--- config.mk ---
export PLATFORM = sky130hd
export DESIGN_NAME = inst_fetch_ctrl
export DESIGN_NICKNAME = d
export VERILOG_FILES = /design/src/rtl/fetch_pkg.sv /design/src/rtl/inst_fetch_ctrl_if.sv /design/src/rtl/fetch_queue.sv /design/src/rtl/inst_fetch_ctrl.sv
export SDC_FILE = /design/constraint.sdc
export NUM_CORES = 1
export LEC_CHECK = 0
export BUFFER_PORTS_ARGS = -buffer_cell sky130_fd_sc_hd__buf_2
export CAP_MARGIN = 20
export CORE_UTILIZATION = 45
export DETAILED_ROUTE_END_ITERATION = 7
export MAX_ROUTING_LAYER = met4
export PLACE_DENSITY = 0.68
export SETUP_SLACK_MARGIN = 0.2
export SYNTH_ARGS = -nofsm -noshare
export SYNTH_HDL_FRONTEND = slang
export SYNTH_SLANG_ARGS = --single-unit
--- constraint.sdc ---
create_clock -name clk -period 2.5 [get_ports clk]
set_clock_uncertainty 0.05 [all_clocks]
set_input_delay 0.625 -clock clk [delete_from_list [all_inputs] [get_ports clk]]
set_output_delay 0.625 -clock clk [all_outputs]
set_load 0.01 [all_outputs]
--- src/rtl/fetch_pkg.sv ---
// Shared fetch types: FSM states, PC step, queue entry layout, PC alignment helper.
// No timing or backpressure of its own; latency and stalling belong to the users.
package fetch_pkg;

    localparam logic [31:0] PC_INC = 32'd4;

    typedef enum logic [1:0] {
        IDLE  = 2'd0,
        FETCH = 2'd1,
        STALL = 2'd2
    } fetch_state_e;

    typedef struct packed {
        logic [31:0] pc;
        logic [31:0] inst;
    } fetch_entry_t;

    function automatic logic [31:0] word_align(input logic [31:0] addr);
        return {addr[31:2], 2'b00};
    endfunction

endpackage

--- src/rtl/inst_fetch_ctrl_if.sv ---
// Fetched-instruction output channel (valid/ready); the producer drives valid/inst/pc.
// No latency of its own; out_rdy=0 holds the head entry on the channel.
interface inst_fetch_ctrl_if;
    logic        out_vld;
    logic [31:0] out_inst;
    logic [31:0] out_pc;
    logic        out_rdy;

    modport master (output out_vld, out_inst, out_pc, input out_rdy);
    modport slave  (input out_vld, out_inst, out_pc, output out_rdy);
endinterface

--- src/rtl/fetch_queue.sv ---
// Two-entry fetch queue with flush; a push is visible on the output one cycle later.
// Caller must not push when full unless popping in the same cycle; flush beats push/pop.
module fetch_queue
    import fetch_pkg::*;
(
    input  logic              clk,
    input  logic              rst_n,
    input  logic              push,
    input  fetch_entry_t      push_dat,
    input  logic              flush,
    output logic              full,
    output logic              empty,
    inst_fetch_ctrl_if.master out_if
);

    fetch_entry_t [1:0] mem_q, mem_d;
    logic               rd_ptr_q, rd_ptr_d;
    logic               wr_ptr_q, wr_ptr_d;
    logic [1:0]         cnt_q, cnt_d;
    logic               pop;

    assign full            = (cnt_q == 2'd2);
    assign empty           = (cnt_q == 2'd0);
    assign pop             = out_if.out_vld & out_if.out_rdy;
    assign out_if.out_vld  = !empty;
    assign out_if.out_inst = mem_q[rd_ptr_q].inst;
    assign out_if.out_pc   = mem_q[rd_ptr_q].pc;

    always_comb begin
        mem_d    = mem_q;
        rd_ptr_d = rd_ptr_q;
        wr_ptr_d = wr_ptr_q;
        cnt_d    = cnt_q;
        if (flush) begin
            rd_ptr_d = 1'b0;
            wr_ptr_d = 1'b0;
            cnt_d    = 2'd0;
        end else begin
            // When full, the slot being written is the one being popped this cycle.
            if (push) begin
                mem_d[wr_ptr_q] = push_dat;
                wr_ptr_d        = ~wr_ptr_q;
            end
            if (pop) begin
                rd_ptr_d = ~rd_ptr_q;
            end
            cnt_d = cnt_q + {1'b0, push} - {1'b0, pop};
        end
    end

    always_ff @(posedge clk or negedge rst_n) begin
        if (!rst_n) begin
            mem_q    <= '0;
            rd_ptr_q <= 1'b0;
            wr_ptr_q <= 1'b0;
            cnt_q    <= 2'd0;
        end else begin
            mem_q    <= mem_d;
            rd_ptr_q <= rd_ptr_d;
            wr_ptr_q <= wr_ptr_d;
            cnt_q    <= cnt_d;
        end
    end

endmodule

--- src/rtl/inst_fetch_ctrl.sv ---
// Sequential instruction fetcher feeding a 2-deep queue; words appear 1 cycle after fetch.
// Stalls (imem_ce=0) when the queue is full and not popping; FETCH_ALIGN_CHECK_EN traps misaligned redirects.
module inst_fetch_ctrl
    import fetch_pkg::*;
#(
    parameter logic [31:0] RESET_PC = 32'h0000_0000
) (
    input  logic        clk,
    input  logic        rst_n,
    input  logic        en,
    output logic        imem_ce,
    output logic [31:0] imem_addr,
    input  logic [31:0] imem_data,
    input  logic        redirect_valid,
    input  logic [31:0] redirect_pc,
    output logic        out_valid,
    output logic [31:0] out_inst,
    output logic [31:0] out_pc,
    input  logic        out_ready,
    output logic        align_err
);

    fetch_state_e state_q, state_d;
    logic [31:0]  pc_q, pc_d;
    logic         push, pop, q_full, q_empty, redir_bad;
    fetch_entry_t push_dat;

    inst_fetch_ctrl_if q_if ();

    assign q_if.out_rdy = out_ready;
    assign out_valid    = q_if.out_vld;
    assign out_inst     = q_if.out_inst;
    assign out_pc       = q_if.out_pc;
    assign pop          = !q_empty & out_ready;
    assign imem_addr    = pc_q;
    assign push_dat     = '{pc: pc_q, inst: imem_data};

`ifdef FETCH_ALIGN_CHECK_EN
    logic align_err_q, align_err_d;

    assign redir_bad = redirect_valid & (redirect_pc[1:0] != 2'b00);
    assign align_err = align_err_q;

    always_comb begin
        align_err_d = align_err_q;
        if (redirect_valid) begin
            align_err_d = redir_bad;
        end
    end

    always_ff @(posedge clk or negedge rst_n) begin
        if (!rst_n) begin
            align_err_q <= 1'b0;
        end else begin
            align_err_q <= align_err_d;
        end
    end
`else
    assign redir_bad = 1'b0;
    assign align_err = 1'b0;
`endif

    always_comb begin
        state_d = state_q;
        pc_d    = pc_q;
        imem_ce = 1'b0;
        push    = 1'b0;
        case (state_q)
            IDLE: begin
                if (en && !align_err) begin
                    state_d = FETCH;
                end
            end
            FETCH: begin
                imem_ce = !(q_full && !pop);
                push    = imem_ce && !redirect_valid;
                if (push) begin
                    pc_d = pc_q + PC_INC;
                end
                if (!imem_ce) begin
                    state_d = STALL;
                end
            end
            STALL: begin
                if (pop) begin
                    state_d = FETCH;
                end
            end
            default: state_d = IDLE;
        endcase
        if (!en) begin
            state_d = IDLE;
        end
        // A redirect overrides everything above; the queue flush happens in fetch_queue.
        if (redirect_valid) begin
            if (redir_bad) begin
                pc_d    = pc_q;
                state_d = IDLE;
            end else begin
                pc_d    = word_align(redirect_pc);
                state_d = en ? FETCH : IDLE;
            end
        end
    end

    always_ff @(posedge clk or negedge rst_n) begin
        if (!rst_n) begin
            state_q <= IDLE;
            pc_q    <= RESET_PC;
        end else begin
            state_q <= state_d;
            pc_q    <= pc_d;
        end
    end

    fetch_queue u_queue (
        .clk      (clk),
        .rst_n    (rst_n),
        .push     (push),
        .push_dat (push_dat),
        .flush    (redirect_valid),
        .full     (q_full),
        .empty    (q_empty),
        .out_if   (q_if.master)
    );

endmodule
==> reports/qor.csv <==
metric,value,unit
status,"complete, no violations",
Hold Path Class,primary input to asynchronous set/reset pin,
top-count cell post-synth,mux2_2,
"FF+latch count, synth",160,
Synth Warn #,0,
gpl congestion,0.8625,
WL/cell,17.54,um
minimum clock period,2.280,ns
ys flop type,dfrtp_1,
post-synthesis cell count,590,
CP max FO,43,
synthesized cell area,7602,sq um
Vias,5366,
vias in the first global route,5729,
IO Pins,168,
Num CTS Buffers,17,
GR peak layer,met2,
Final setup viols,0,
critical path launch point type,register,
largest net degree at the start of global routing,64,
clock sink total,160,
Post-synth top cells,"mux2_2, dfrtp_1, nand2_1",
register area,4005,sq um
pre-CTS setup slack,0.1571,ns
power density cells,1101,nW/um^2
Synth Area in Compound Gates,0.04345,
clk buf depth,2,
mux cell area share after synthesis,0.2768,
RSZ-0062 raised after global routing,true,
register area share after synthesis,0.5267,
Initial DRC Count,299,
endpoints failing hold,0,
initial core utilization,0.4601,
core area,16520,sq um
PnR worst setup slack,0.2197,ns
VDD IR-drop max,0.0005030,V
overall die area,17420,sq um
Post-synth EDFFs,0,
synthesis-to-layout area growth,22.42,%
Synth Area in Simple Gates,0.09776,
layout cell share with drive strength beyond 1,0.5319,
initial antenna violation count,0,
# DRC,0,
remaining global-route overflow,0,
met1 usage,0.2692,
worst skew pair latency,0.42,ns
HPWL Detailed,11930,um
WP data arrival,1.61,ns
drt pass-1 iters,4,
Placed Instances,954,
max_cap viols,0,
synth top area cells,"dfrtp_1, mux2_2, or4_1",
Root Buffer,clkbuf_16,
CP required,1.82,ns
"CTS clk-pin slew, worst paths",0.07,ns
top-area cell type share of the netlist area,0.5267,
Lkg Pwr,0.004059,uW
max_slew headroom,0.5982,
number of vias per cell,5.437,
mean area per synthesized cell,12.89,sq um
distinct cell type count after synthesis,52,
Post-Synth XOR/XNOR Area,0.01382,
Final ANT Viol Nets,0,
Fmax,0.4385,GHz
# rows,47,
Worst Max-Slew Pin Slew,0.5981,ns
final net count,827,
grt met3 use,0.03230,
first-pass GRT wire length,28790,um
adder-cell share of the synthesized area,0.004937,
die width,132.0,um
fin. max-slew vios,0,
CTS tree,done,
"FFs w/ async S/R, synth",1.000,
total track usage,0.2164,
CP endpoint kind,output port,
multi-input gate area in the final layout,3354,sq um
Port Buf Inserts,160,
ANT cells,0,
Tcrit/Tclk final,0.9121,
total wire length,17310,um
H-tree levels,4,
grt met2 use,0.3568,
top cell type by total area after synthesis,dfrtp_1,
final setup TNS,0,ns
Die Y,132.0,um
Final Non-Filler Cells,987,
largest family of logic cells by synthesized area,multiplexers,
WS Path Type,register to output port,
fill count,1367,
[power by group]
part | switching, uW | internal, uW | total (uW)
registers | 567 | 3620 | 4190
clock network | 1010 | 1540 | 2550
logic | 1530 | 1980 | 3510
total | 3110 | 7140 | 10200
[state kept, by name, summed over array words and instances, names as in the netlist]
name and count:
imem_addr 30, u_queue.mem_q 124, u_queue.wr_ptr_q 1, u_queue.cnt_q 2, state_q 2, u_queue.rd_ptr_q 1
[critical path, stage by stage (launching register included)]
cell and delay [ns]:
dfrtp_2 0.39, buf_12 0.26, mux2_2 0.37, buf_2 0.15
[cell families after synthesis]
family / count (synthesis)
muxes: 187
buffers and inverters: 51
AOI/OAI and AO/OA: 51
and+or+nand+nor: 125
xor gates and xnor gates: 12
adders and majority gates: 3
other: 1
DFF: 160
[worst paths after layout]
kind,startpoint,depth (start not counted),endpoint,slack [ns]
worst max-delay path,u_queue.rd_ptr_q$_DFFE_PN0P_,3,out_pc[8],0.22
worst min-delay path,rst_n,1,state_q[1]$_DFFE_PN0P_,0.09
worst max register to register,imem_addr[4]$_DFFE_PN0P_,4,imem_addr[17]$_DFFE_PN0P_,0.31
worst min register to register,u_queue.mem_q[107]$_DFFE_PN0P_,1,u_queue.mem_q[107]$_DFFE_PN0P_,0.43
max in group asynchronous,rst_n,2,u_queue.mem_q[8]$_DFFE_PN0P_,1.60
min in group clk,redirect_pc[3],3,imem_addr[3]$_DFFE_PN0P_,0.36
[cell type report]
type                    count  area share
multi-input cells         383      0.3604
clock inverters            10     0.01183
clock buffers              21     0.05055
flip-flops and latches    160      0.4304
well taps                 220     0.02958
inverters                   8    0.003227
repair buffers            185      0.1140
[routing by layer]
layer  up-vias  routed length (um)
li1       2488                   -
met2       124                8790
met4         0                 403
met3        27                 586
met5         -                   0
met1      2727                7528
[stage by stage]
step           total power (uW)  cell area, sq um    util  hold slack [ns]
2_1_floorplan              6427              7617       -           0.2794
3_3_place_gp               7552              8700  0.5265           0.4132
3_5_place_dp               7751              8700  0.5265           0.4229
4_1_cts                   10330              9291  0.5623          0.09351
5_1_grt                   10830              9306  0.5632           0.1102
6_report                  10250              9306  0.5632          0.08550
[timing repair]
item	4_1_cts	5_1_grt
hold buffers	0	0
gates resized for setup	1	2
buffers inserted	1	1
endpoints found under the setup margin	20	52
gates cloned	0	0
[layout by cell type, fill, tap and decap left out, types with 3 or more instances in the layout]
| cell | n |
|---|---|
| xnor2_1 | 8 |
| clkbuf_16 | 17 |
| nand3_1 | 11 |
| nand2_1 | 21 |
| a31oi_1 | 14 |
| xor2_1 | 4 |
| o21ai_0 | 16 |
| clkinv_2 | 5 |
| nor2_1 | 20 |
| nor3_1 | 3 |
| conb_1 | 5 |
| mux2_1 | 6 |
| nand4_1 | 13 |
| nor4_1 | 3 |
| nor2b_1 | 6 |
| o31ai_1 | 10 |
| ha_1 | 3 |
| clkbuf_8 | 3 |
| buf_12 | 5 |
| or4_1 | 16 |
| nor4b_1 | 3 |
| buf_2 | 159 |
| mux2_2 | 180 |
| buf_4 | 19 |
| or3_1 | 6 |
| inv_1 | 7 |
| dfrtp_1 | 159 |
No activity file was read; power rests on OpenSTA's default activity.
